## src/rtl/io_bus_pkg.sv

```systemverilog
// Shared types for the io bus arbiter: FSM states, master index and default timeout.
// Also holds a small index-to-one-hot helper used by the arbiter and its picker.
package io_bus_pkg;

   typedef enum logic [1:0] {
      IDLE   = 2'd0,
      ACCESS = 2'd1,
      RESP   = 2'd2
   } arb_state_e;

   typedef logic mst_idx_t;

   localparam int TIMEOUT_DEF = 16;

   function automatic logic [1:0] mst_oh(mst_idx_t idx);
      return idx ? 2'b10 : 2'b01;
   endfunction

endpackage

```

## src/rtl/io_bus_arbiter_if.sv

```systemverilog
// Master-side request/response signals plus the io bus, bundled for io_bus_arbiter.
// slave = arbiter view; master = requesters and io device view.
interface io_bus_arbiter_if #(
   parameter int ADDR_W = 32,
   parameter int DATA_W = 32
);
   logic [1:0]          m_req;
   logic [1:0]          m_we;
   logic [2*ADDR_W-1:0] m_addr;
   logic [2*DATA_W-1:0] m_wdata;
   logic [1:0]          m_gnt;
   logic [1:0]          m_done;
   logic [DATA_W-1:0]   m_rdata;
   logic [1:0]          m_err;
   logic [ADDR_W-1:0]   io_address;
   logic [DATA_W-1:0]   io_write_value;
   logic [DATA_W-1:0]   io_read_value;
   logic                io_write_en;
   logic                io_read_en;
   logic                io_ready;

   modport slave (
      input  m_req, m_we, m_addr, m_wdata, io_read_value, io_ready,
      output m_gnt, m_done, m_rdata, m_err, io_address, io_write_value,
             io_write_en, io_read_en
   );

   modport master (
      output m_req, m_we, m_addr, m_wdata, io_read_value, io_ready,
      input  m_gnt, m_done, m_rdata, m_err, io_address, io_write_value,
             io_write_en, io_read_en
   );
endinterface

```

## src/rtl/io_arb_rr.sv

```systemverilog
// Two-way round-robin pick: a lone requester wins; on a tie the master not
// served last wins. Output is one-hot (or zero with no request).
module io_arb_rr
   import io_bus_pkg::*;
(
   input  logic [1:0] req,
   input  mst_idx_t   last,
   output logic [1:0] win
);
   always_comb begin
      win = req;
      if (&req) win = mst_oh(~last);
   end
endmodule

```

## src/rtl/io_bus_arbiter.sv

```systemverilog
// Two-master io bus arbiter: IDLE -> ACCESS -> RESP, one transfer at a time.
// Optional ACCESS timeout abort when IO_ARB_TIMEOUT_EN is defined.
module io_bus_arbiter
   import io_bus_pkg::*;
#(
   parameter int ADDR_W  = 32,
   parameter int DATA_W  = 32,
   parameter int TIMEOUT = TIMEOUT_DEF
) (
   input logic          clk,
   input logic          rst_n,
   io_bus_arbiter_if.slave bus
);
   arb_state_e        state_q, state_d;
   mst_idx_t          last_q, cur_q, win_idx;
   logic              first_q, we_q, timeout_hit;
   logic [ADDR_W-1:0] addr_q;
   logic [DATA_W-1:0] wdata_q, rdata_q;
   logic [1:0]        win;

   if (TIMEOUT < 1) begin : g_bad_timeout
      $error("io_bus_arbiter: TIMEOUT must be at least 1");
   end

   io_arb_rr u_rr (.req(bus.m_req), .last(last_q), .win(win));
   assign win_idx = win[1];

   always_comb begin
      state_d = state_q;
      unique case (state_q)
         IDLE:    if (|bus.m_req) state_d = ACCESS;
         ACCESS:  if (bus.io_ready || timeout_hit) state_d = RESP;
         RESP:    state_d = IDLE;
         default: state_d = IDLE;
      endcase
   end

   // last_q resets to master 1 so master 0 wins the first tie
   always_ff @(posedge clk or negedge rst_n) begin
      if (!rst_n) begin
         state_q <= IDLE;
         last_q  <= 1'b1;
         cur_q   <= 1'b0;
         first_q <= 1'b0;
         we_q    <= 1'b0;
         addr_q  <= '0;
         wdata_q <= '0;
         rdata_q <= '0;
      end else begin
         state_q <= state_d;
         first_q <= (state_q == IDLE) && (state_d == ACCESS);
         case (state_q)
            IDLE: if (|bus.m_req) begin
               cur_q   <= win_idx;
               we_q    <= bus.m_we[win_idx];
               addr_q  <= win_idx ? bus.m_addr[2*ADDR_W-1:ADDR_W] : bus.m_addr[ADDR_W-1:0];
               wdata_q <= win_idx ? bus.m_wdata[2*DATA_W-1:DATA_W] : bus.m_wdata[DATA_W-1:0];
            end
            ACCESS: begin
               if (bus.io_ready) begin
                  if (!we_q) rdata_q <= bus.io_read_value;
               end else if (timeout_hit) begin
                  rdata_q <= '0;
               end
            end
            RESP:    last_q <= cur_q;
            default: ;
         endcase
      end
   end

`ifdef IO_ARB_TIMEOUT_EN
   localparam int CNT_W = $clog2(TIMEOUT + 1);
   logic [CNT_W-1:0] cnt_q;
   logic             err_q;

   // limit cycle with io_ready completes normally; ready has priority in ACCESS
   assign timeout_hit = (state_q == ACCESS) && (cnt_q == CNT_W'(TIMEOUT - 1));

   always_ff @(posedge clk or negedge rst_n) begin
      if (!rst_n) begin
         cnt_q <= '0;
         err_q <= 1'b0;
      end else if (state_q == IDLE) begin
         cnt_q <= '0;
         err_q <= 1'b0;
      end else if (state_q == ACCESS) begin
         cnt_q <= cnt_q + CNT_W'(1);
         if (!bus.io_ready && timeout_hit) err_q <= 1'b1;
      end
   end

   assign bus.m_err = (state_q == RESP && err_q) ? mst_oh(cur_q) : 2'b00;
`else
   assign timeout_hit = 1'b0;
   assign bus.m_err   = 2'b00;
`endif

   assign bus.m_gnt          = (state_q == ACCESS && first_q) ? mst_oh(cur_q) : 2'b00;
   assign bus.m_done         = (state_q == RESP) ? mst_oh(cur_q) : 2'b00;
   assign bus.m_rdata        = rdata_q;
   assign bus.io_address     = (state_q == ACCESS) ? addr_q  : '0;
   assign bus.io_write_value = (state_q == ACCESS) ? wdata_q : '0;
   assign bus.io_write_en    = (state_q == ACCESS) &&  we_q;
   assign bus.io_read_en     = (state_q == ACCESS) && !we_q;

endmodule

```

## src/flat_wrapper.sv

```systemverilog
// flat-port wrapper written by rule: the top's interface ports become plain ports
module io_bus_arbiter_flat import io_bus_pkg::*;
#(
   parameter int ADDR_W  = 32,
   parameter int DATA_W  = 32,
   parameter int TIMEOUT = TIMEOUT_DEF
)
  (clk, rst_n, bus_m_req, bus_m_we, bus_m_addr, bus_m_wdata, bus_io_read_value, bus_io_ready, bus_m_gnt, bus_m_done, bus_m_rdata, bus_m_err, bus_io_address, bus_io_write_value, bus_io_write_en, bus_io_read_en);
  io_bus_arbiter_if #(.ADDR_W(ADDR_W), .DATA_W(DATA_W)) bus_i ();
  input logic clk;
  input logic rst_n;
  input wire logic [$bits(bus_i.m_req)-1:0] bus_m_req;
  input wire logic [$bits(bus_i.m_we)-1:0] bus_m_we;
  input wire logic [$bits(bus_i.m_addr)-1:0] bus_m_addr;
  input wire logic [$bits(bus_i.m_wdata)-1:0] bus_m_wdata;
  input wire logic [$bits(bus_i.io_read_value)-1:0] bus_io_read_value;
  input wire logic [$bits(bus_i.io_ready)-1:0] bus_io_ready;
  output wire logic [$bits(bus_i.m_gnt)-1:0] bus_m_gnt;
  output wire logic [$bits(bus_i.m_done)-1:0] bus_m_done;
  output wire logic [$bits(bus_i.m_rdata)-1:0] bus_m_rdata;
  output wire logic [$bits(bus_i.m_err)-1:0] bus_m_err;
  output wire logic [$bits(bus_i.io_address)-1:0] bus_io_address;
  output wire logic [$bits(bus_i.io_write_value)-1:0] bus_io_write_value;
  output wire logic [$bits(bus_i.io_write_en)-1:0] bus_io_write_en;
  output wire logic [$bits(bus_i.io_read_en)-1:0] bus_io_read_en;
  assign bus_i.m_req = bus_m_req;
  assign bus_i.m_we = bus_m_we;
  assign bus_i.m_addr = bus_m_addr;
  assign bus_i.m_wdata = bus_m_wdata;
  assign bus_i.io_read_value = bus_io_read_value;
  assign bus_i.io_ready = bus_io_ready;
  assign bus_m_gnt = bus_i.m_gnt;
  assign bus_m_done = bus_i.m_done;
  assign bus_m_rdata = bus_i.m_rdata;
  assign bus_m_err = bus_i.m_err;
  assign bus_io_address = bus_i.io_address;
  assign bus_io_write_value = bus_i.io_write_value;
  assign bus_io_write_en = bus_i.io_write_en;
  assign bus_io_read_en = bus_i.io_read_en;
  io_bus_arbiter #(.ADDR_W(ADDR_W), .DATA_W(DATA_W), .TIMEOUT(TIMEOUT)) u_core (.clk(clk), .rst_n(rst_n), .bus(bus_i));
endmodule
```

## config.mk

```make
export PLATFORM = sky130hd
export DESIGN_NAME = io_bus_arbiter_flat
export DESIGN_NICKNAME = d
export VERILOG_FILES = /design/src/rtl/io_bus_pkg.sv /design/src/rtl/io_bus_arbiter_if.sv /design/src/rtl/io_arb_rr.sv /design/src/rtl/io_bus_arbiter.sv /design/src/flat_wrapper.sv
export SDC_FILE = /design/constraint.sdc
export NUM_CORES = 1
export LEC_CHECK = 0
export ABC_AREA = 1
export CORE_ASPECT_RATIO = 0.9
export CORE_MARGIN = 2
export CORE_UTILIZATION = 25
export DETAILED_ROUTE_END_ITERATION = 6
export HOLD_SLACK_MARGIN = 0.15
export SYNTH_ARGS = -nofsm -noshare
export SYNTH_HDL_FRONTEND = slang
export SYNTH_SLANG_ARGS = --single-unit
```

## constraint.sdc

```tcl
create_clock -name clk -period 1.5 [get_ports clk]
set_input_delay 0.45 -clock clk [delete_from_list [all_inputs] [get_ports clk]]
set_output_delay 0.45 -clock clk [all_outputs]
set_load 0.03 [all_outputs]
```

# After elaboration in Yosys (flattened, before gate mapping)
# Index checks and enable logic that the tools add are counted.
[classes]
bitwise_logic = 1
n_reduce_logical = 10
n_eq_ne = 3
magnitude_cmp = 1
muxes = 14
[ops]
columns = ["cell", "n"]
rows = [
  ["two-way mux 32 bit", 4],
  ["two-way mux 2 bit", 7],
  ["equality test 2 x 1 -> 1 bit (second input constant)", 2],
  ["logical AND 1 bit", 4],
  ["case mux 2 bit (2 select lines)", 1],
  ["AND reduction 2 bit", 2],
  ["AND reduction 3 bit", 1],
  ["equality test 2 bit (second input constant)", 1],
  ["logical NOT 2 bit", 1],
  ["less-than comparator 1 x 2 -> 1 bit (second input constant)", 1],
  ["two-way mux 1 bit", 2],
  ["OR reduction 2 bit", 1],
  ["logical NOT 1 bit", 1],
  ["NOT 1 bit", 1],
]
[totals]
in_bits = 167
output_inout_bits = 104
reg_bits = 102

# Depth between registers and ports, before layout
# Gate-level depths: netlist of run 1.
[logic_depth]
word_depth = 5
depth_mapped = 7

# Hierarchy
# Synthesis of run 1 repeated with hierarchy kept, for this count alone.
[hier_totals]
cells_unflattened = 801
hier_area_um2 = 5335.1
[modules_own_cells]
columns = ["mod", "area_each_um2", "cells_each", "n_inst"]
rows = [
  ["io_bus_arbiter", 5313.8, 796, 1],
  ["io_arb_rr", 21.3, 5, 1],
]

# Worst setup path after synthesis of run 1
# OpenSTA, ideal clock, no wires.
[synth_path]
path_type = "reg2out"
start = "register u_core.state_q[1]"
end = "output port bus_m_gnt[0]"
stages_incl_launch_ff = 5
t_arrival_ns = 1.560
path_buffers = 1
path_slack_ns = -0.510
t_required_ns = 1.050
cell_sequence = "dfrtp_1 -> nor2_2 -> inv_2 -> clkbuf_1 -> nor3_1"
[synth_between]
elab_chain_cells = 3
[synth_lines]
columns = ["element", "line", "source"]
rows = [
  ["start: declaration", "io_bus_arbiter.sv:14", "arb_state_e state_q, state_d;"],
  ["start signal: assignment", "io_bus_arbiter.sv:50", "state_q <= state_d;"],
  ["equality test 2 x 1 -> 1 bit", "io_bus_arbiter.sv:99", "assign bus.m_gnt = (state_q == ACCESS && first_q) ? mst_oh(cur_q) : 2'b00;"],
  ["logical AND 1 bit", "io_bus_arbiter.sv:99", ""],
  ["two-way mux 2 bit", "io_bus_arbiter.sv:99", ""],
  ["end: declaration", "flat_wrapper.sv:18", "output wire logic [$bits(bus_i.m_gnt)-1:0] bus_m_gnt;"],
]
# Every way passes these cells.

# Final worst setup path of run 1
[layout_path]
start = "register u_core.state_q[1]"
end = "output port bus_io_address[29]"
[layout_between]
elab_chain_cells = 2
[layout_lines]
columns = ["element", "line", "source"]
rows = [
  ["equality test 2 x 1 -> 1 bit", "io_bus_arbiter.sv:102", "assign bus.io_address = (state_q == ACCESS) ? addr_q : '0;"],
  ["two-way mux 32 bit", "io_bus_arbiter.sv:102", ""],
  ["end: declaration", "flat_wrapper.sv:22", "output wire logic [$bits(bus_i.io_address)-1:0] bus_io_address;"],
]
# Every way passes these cells.

==> impl_metrics.py, run 1 <==
metrics = {
    "cts": {
        "clock_sinks": 102,
        "cts_buffers": 9,
        "cts-root-buf": "clkbuf_16",
        "cts_max_level": 3,
        "worstSkewPairLatency_ns": 0.36,
        "cts_buffer_depth": 2,
        "clk_pin_slew_ns": 0.08,
        "cts_tree": "yes",
    },
    "grt": {
        "grt.total_usage": 0.1609,
        "grt_antenna_before_repair": 0,
        "grt_pass1_wl_um": 30720,
        "grt-ovfl-total": 0,
        "grt_pass1_vias": 5927,
        "grt_max_degree": 38,
    },
    "pwr": {
        "power.internal_mw": 10.28,
        "ir_drop_mv": 0.7989,
        "combPwrFrac": 0.607,
        "seqPwrFrac": 0.253,
        "leakagePower_nw": 5.229,
        "clockPowerShare": 0.140,
        "total_power_mw": 19.27,
        "switching_share": 0.4667,
        "p_switching_mw": 8.992,
        "powerDensity_mw_per_mm2": 1962,
    },
    "detailed_routing": {
        "drc": 0,
        "drt_wl_total_um": 19270,
        "drt_iter0_drc": 280,
        "vias": 5980,
        "wl_per_cell_um": 13.46,
        "ant_nets": 0,
        "vias_per_cell": 4.176,
        "drt_first_pass_iters": 7,
    },
    "worst_setup_path": {
        "end_kind": "output port",
        "cp_common_cell": "nor2_4",
        "start_kind": "flop",
        "slowest_stage": "dfrtp_1",
        "crit_chain": "nor2_4, inv_8, clkbuf_16, nor2_4, buf_6",
        "path_buf_inv": 3,
        "max_stage_delay_ns": 0.41,
        "critPathKind": "reg2out",
        "worstPathArrival_ns": 1.47,
        "crit_family": "buffers and inverters",
        "crit_fanout": 10,
        "r2r_setup_slack_ns": -0.07,
        "critPathRequiredTime_ns": 1.05,
    },
    "cells_and_area": {
        "finalNonFillerCells": 1432,
        "n_antenna_cell": 0,
        "area_delta_synth_final_pct": 72.55,
        "fin_area_mm2": 0.009823,
        "nNetsFinal": 1297,
        "drive_gt1_frac": 0.2088,
        "fin_util": 0.4376,
    },
    "synth": {
        "synth_top_area_cell": "dfrtp_1",
        "synth_area_leaders": "dfrtp_1 (44%), nand2_1 (18%), nand3_1 (14%)",
        "ys_types": 16,
        "avgSynthCellArea_um2": 6.581,
        "ys_ff_latch": 102,
        "netlist_instances": 865,
        "synthesis.area_mm2": 0.005693,
        "synth_top_area_frac": 0.4440,
        "ys_warn_count": 0,
        "ys_seq_area_frac": 0.4486,
    },
    "place": {
        "io_buffer_count": 268,
        "placed_area_mm2": 0.009199,
        "pre_cts_slack_ns": -0.2746,
        "dp.cells": 1413,
        "hpwlAfterDp_um": 14120,
        "gp_congestion": 0.7768,
    },
    "run_status": {
        "violations": "negative setup slack",
        "status": "finished, violations left",
    },
    "floorplanning": {
        "io_pins": 271,
        "start_util": 0.2536,
        "coreArea_mm2": 0.02245,
        "die_h_um": 147.2,
        "fp-row-count": 52,
        "dieArea_mm2": 0.02400,
        "fp.dieW_um": 163.1,
    },
    "sta": {
        "period_minus_slack_ns": 1.918,
        "hold_violations": 0,
        "postLayoutSetupSlackWorst_ns": -0.4183,
        "skew_ns": 0.01436,
        "drv_slew": 0,
        "post-route-period-util": 1.279,
        "final.setup.tns_ns": -28.60,
        "finalSetupViolations": 102,
        "worst_hold_slack_ns": 0.4706,
        "rsz0062_at_grt": "true",
        "fmax_mhz": 521.3,
    },
    "run": {
        "cap_violations": 0,
    },
    "worst_hold_path": {
        "hold_path.class": "reg2reg",
    },
}
[placed cells by master (no fill, tap or decap), types with 3 or more instances in the layout]
cell type and count:
inv_1 199, buf_12 19, buf_6 70, nor2_4 43
dfrtp_1 100, clkbuf_16 10, nor2_2 27, nand3_1 162
inv_8 3, clkdlybuf4s50_1 164, buf_4 31, buf_2 14
clkdlybuf4s15_2 5, nand2_1 263, nor2_1 4
[worst reg2reg max path, stage by stage, from the launching register on]
cell and delay, ns:
dfrtp_1 0.41, nor2_4 0.18, buf_4 0.37, nand2_1 0.17
buf_12 0.20, nand2_1 0.08, nand2_1 0.05
[routing by layer]
| layer | wire [um] | part of all wire | GRT usage | up-vias |
|---|---|---|---|---|
| met4 | 467 | 0.024 | 0.05265 | 0 |
| met5 | 0 | 0 | 0 | - |
| met1 | 8528 | 0.44 | 0.2011 | 2737 |
| met2 | 9129 | 0.47 | 0.2727 | 165 |
| li1 | - | - | - | 3051 |
| met3 | 1146 | 0.059 | 0.03896 | 27 |
[synth_stat cells (all sizes together)]
cell / number
nor3: 2
o21ai: 4
inv: 201
buf: 33
nand3: 162
dfstp: 1
conb: 1
nand2: 266
nor2: 74
dfrtp: 101
clkbuf: 20
[power groups by stage]
stage,Combinational [mW],Clock (mW),Sequential [mW]
global placement,11.1,0,4.88
CTS,11.9,2.79,4.87
global route,12.7,2.90,5.04
finish,11.7,2.69,4.88
floorplan,6.27,0,5.51
detailed placement,11.2,0,4.90
[sequential cells by signal, indices dropped and copies added (netlist names)]
register            count
u_core.addr_q          32
u_core.bus.m_rdata     32
u_core.wdata_q         32
u_core.state_q          2
u_core.cur_q            1
u_core.first_q          1
u_core.last_q           1
u_core.we_q             1
[logic make-up after synthesis]
logic type | count (synthesis) | synth area share
and+or+nand+nor | 504 | 0.3688
buffers and inverters | 254 | 0.1778
DFF | 102 | 0.4486
AOI/OAI and AO/OA | 4 | 0.004175
other | 1 | 0.0006587
[repair_timing]
item / 4_1_cts / 5_1_grt
setup endpoints to repair: 120 / 117
resized for setup: 127 / 32
pin swaps: 2 / 2
buffers inserted: 3 / 1
cloned: 0 / 1
endpoints found under the hold margin: 13 / 0
hold buffers: 1 / 0
[path summary, 6_finish.rpt]
path                                   startpoint  cells past startpoint                      to
max                             u_core.state_q[1]                      5      bus_io_address[29]
min                        u_core.bus.m_rdata[11]                      2  u_core.bus.m_rdata[11]
max reg2reg                     u_core.state_q[1]                      6   u_core.bus.m_rdata[3]
min reg2reg                u_core.bus.m_rdata[11]                      2  u_core.bus.m_rdata[11]
max in group asynchronous                   rst_n                      3       u_core.state_q[1]
min in group asynchronous                   rst_n                      2   u_core.bus.m_rdata[5]
[cell type report]
| cell class | instances | area, um^2 |
|---|---|---|
| clock buffer | 9 | 225.2 |
| clock inverter | 7 | 116.4 |
| fill | 2283 | 12620 |
| inverter | 201 | 762.0 |
| multi-input combinational | 510 | 2561 |
| sequential | 102 | 2555 |
| tap | 297 | 371.6 |
| timing repair buffer | 306 | 3232 |
Power figures use the tool's default switching activity.
==> inputs of run 2 (changes only) <==
==> constraint.sdc (replaced) <==
create_clock -name clk -period 2.1 [get_ports clk]
set_input_delay 0.63 -clock clk [delete_from_list [all_inputs] [get_ports clk]]
set_output_delay 0.63 -clock clk [all_outputs]
set_load 0.03 [all_outputs]
==> impl_metrics.py, run 2 (same netlist as run 1, synthesis figures left out) <==
metrics = {
    "run_status": {
        "status": "finished, violations left",
        "violations": "negative setup slack",
    },
    "grt": {
        "grt-ovfl-total": 0,
        "grt_antenna_before_repair": 0,
        "grt_pass1_vias": 6062,
        "grt.total_usage": 0.1637,
        "grt_max_degree": 103,
        "grt_pass1_wl_um": 31180,
    },
    "pwr": {
        "clockPowerShare": 0.142,
        "seqPwrFrac": 0.272,
        "power.internal_mw": 6.818,
        "switching_share": 0.4641,
        "powerDensity_mw_per_mm2": 1378,
        "leakagePower_nw": 5.036,
        "total_power_mw": 12.72,
        "combPwrFrac": 0.587,
        "p_switching_mw": 5.904,
        "ir_drop_mv": 0.6174,
    },
    "detailed_routing": {
        "drt_first_pass_iters": 6,
        "wl_per_cell_um": 13.66,
        "drc": 0,
        "drt_wl_total_um": 19390,
        "drt_iter0_drc": 291,
        "ant_nets": 0,
        "vias": 5990,
        "vias_per_cell": 4.221,
    },
    "worst_setup_path": {
        "critPathRequiredTime_ns": 1.47,
        "start_kind": "flop",
        "crit_fanout": 8,
        "end_kind": "output port",
        "worstPathArrival_ns": 1.52,
        "crit_chain": "inv_2, nor2_4, inv_6, buf_12, buf_12, nor2_4, buf_6",
        "critPathKind": "reg2out",
        "max_stage_delay_ns": 0.36,
        "slowest_stage": "dfrtp_1",
    },
    "cells_and_area": {
        "layout_commonest_cell": "nand2_1",
        "fin_util": 0.4112,
        "nNetsFinal": 1284,
        "area_delta_synth_final_pct": 62.13,
        "mostFrequentLayoutCells": "nand2_1 (264), inv_1 (199), clkdlybuf4s50_1 (196), nand3_1 (162), dfrtp_1 (101)",
        "nFillCells": 2334,
        "n_antenna_cell": 0,
        "drive_gt1_frac": 0.1292,
    },
    "cts": {
        "cts_hold_buf": 0,
        "cts_buffers": 9,
        "worstSkewPairLatency_ns": 0.35,
        "cts_max_level": 3,
        "clk_pin_slew_ns": 0.08,
        "cts_buffer_depth": 2,
        "cts_tree": "yes",
        "clock_sinks": 102,
        "cts-root-buf": "clkbuf_16",
    },
    "floorplanning": {
        "fp-row-count": 52,
        "start_util": 0.2536,
        "io_pins": 271,
        "coreArea_mm2": 0.02245,
        "fp.dieW_um": 163.1,
        "die_h_um": 147.2,
        "dieArea_mm2": 0.02400,
    },
    "sta": {
        "postLayoutSetupSlackWorst_ns": -0.04847,
        "post-route-period-util": 1.023,
        "drv_slew": 0,
        "period_minus_slack_ns": 2.148,
        "tightest_slew_ns": 0.5963,
        "hold_violations": 0,
        "max_slew_margin": 0.6025,
        "fmax_mhz": 465.4,
        "finalSetupViolations": 16,
        "skew_ns": 0.005608,
        "rsz0062_at_grt": "true",
    },
    "place": {
        "gp_congestion": 0.8249,
        "hpwlAfterDp_um": 13660,
        "io_buffer_count": 268,
    },
    "worst_hold_path": {
        "hold_path.class": "in2async",
    },
    "run": {
        "cap_violations": 0,
    },
}
==> run 2: cell type report <==
cell class | count | area, um^2 | area share
repair buffers | 293 | 2954 | 0.3200
flip-flops and latches | 102 | 2554 | 0.2767
multi-input cells | 510 | 2273 | 0.2463
inverters | 201 | 759.5 | 0.08228
well taps | 297 | 371.6 | 0.04026
clock buffers | 9 | 225.2 | 0.02440
clock inverters | 7 | 92.59 | 0.01003
==> run 2: worst max-delay path: cells and delay by family, from the launching register on <==
kind	cells	cell delay, ns
DFF	1	0.36
buffers and inverters	5	0.56
and+or+nand+nor	2	0.24
==> run 2: path summary, 6_finish.rpt <==
| check | slack [ns] | start | cells after the start | end |
|---|---|---|---|---|
| setup / recovery | -0.05 | u_core.state_q[0] | 7 | bus_io_address[10] |
| setup reg to reg | 0.54 | u_core.state_q[0] | 7 | u_core.bus.m_rdata[16] |
| max in group asynchronous | 1.31 | rst_n | 2 | u_core.addr_q[22] |
| min in group clk | 0.47 | u_core.bus.m_rdata[14] | 2 | u_core.bus.m_rdata[14] |
| hold reg to reg | 0.47 | u_core.bus.m_rdata[14] | 2 | u_core.bus.m_rdata[14] |
| hold / removal | 0.32 | rst_n | 2 | u_core.addr_q[0] |
==> run 2: power groups by stage <==
stage | sequential, mW | clock, mW | combinational (mW)
2_1_floorplan | 3.92 | 0 | 3.62
3_3_place_gp | 3.46 | 0 | 6.95
3_5_place_dp | 3.47 | 0 | 7.01
4_1_cts | 3.45 | 1.88 | 7.47
5_1_grt | 3.56 | 1.97 | 8.12
6_report | 3.46 | 1.80 | 7.46
==> run 2: timing repair <==
action / in CTS / in global routing
resized for setup: 46 / 15
buffers inserted: 3 / 0
pin swaps: 1 / 0
cloned: 1 / 0
endpoints found under the setup margin: 56 / 64
==> run 2: per-stage QoR <==
| stage | instance area [um^2] | std cells | worst slack, ns | TNS, ns | hold slack, ns |
|---|---|---|---|---|---|
| 6_report | 9230 | 1419 | -0.04847 | -0.4630 | 0.3154 |
| 5_1_grt | 9230 | 1419 | -0.1216 | -3.982 | 0.3936 |
| 4_1_cts | 9183 | 1419 | -0.07683 | -1.505 | 0.3652 |
| 3_5_place_dp | 8641 | 1399 | 0.07588 | 0 | 0.4579 |
| 3_3_place_gp | 8641 | 1399 | 0.1123 | 0 | 0.4533 |
| 2_1_floorplan | 5697 | 866 | -0.09038 | -0.1808 | 0.3344 |
==> run 2: layer usage <==
layer | global-route usage | wire length (um) | vias up
li1 | - | - | 3025
met1 | 0.2034 | 8668 | 2731
met2 | 0.2756 | 8852 | 211
met3 | 0.04602 | 1548 | 23
met4 | 0.05000 | 315 | 0
met5 | 0 | 0 | -
==> inputs of run 3 (changes only) <==
--- a/config.mk
+++ b/config.mk
@@ -9,6 +9,7 @@
 export CORE_ASPECT_RATIO = 0.9
 export CORE_MARGIN = 2
 export CORE_UTILIZATION = 25
+export CTS_CLUSTER_SIZE = 28
 export DETAILED_ROUTE_END_ITERATION = 6
 export HOLD_SLACK_MARGIN = 0.15
 export SYNTH_ARGS = -nofsm -noshare
==> results of run 3 <==
Final layout, timing and power as in run 2 (identical DEF).
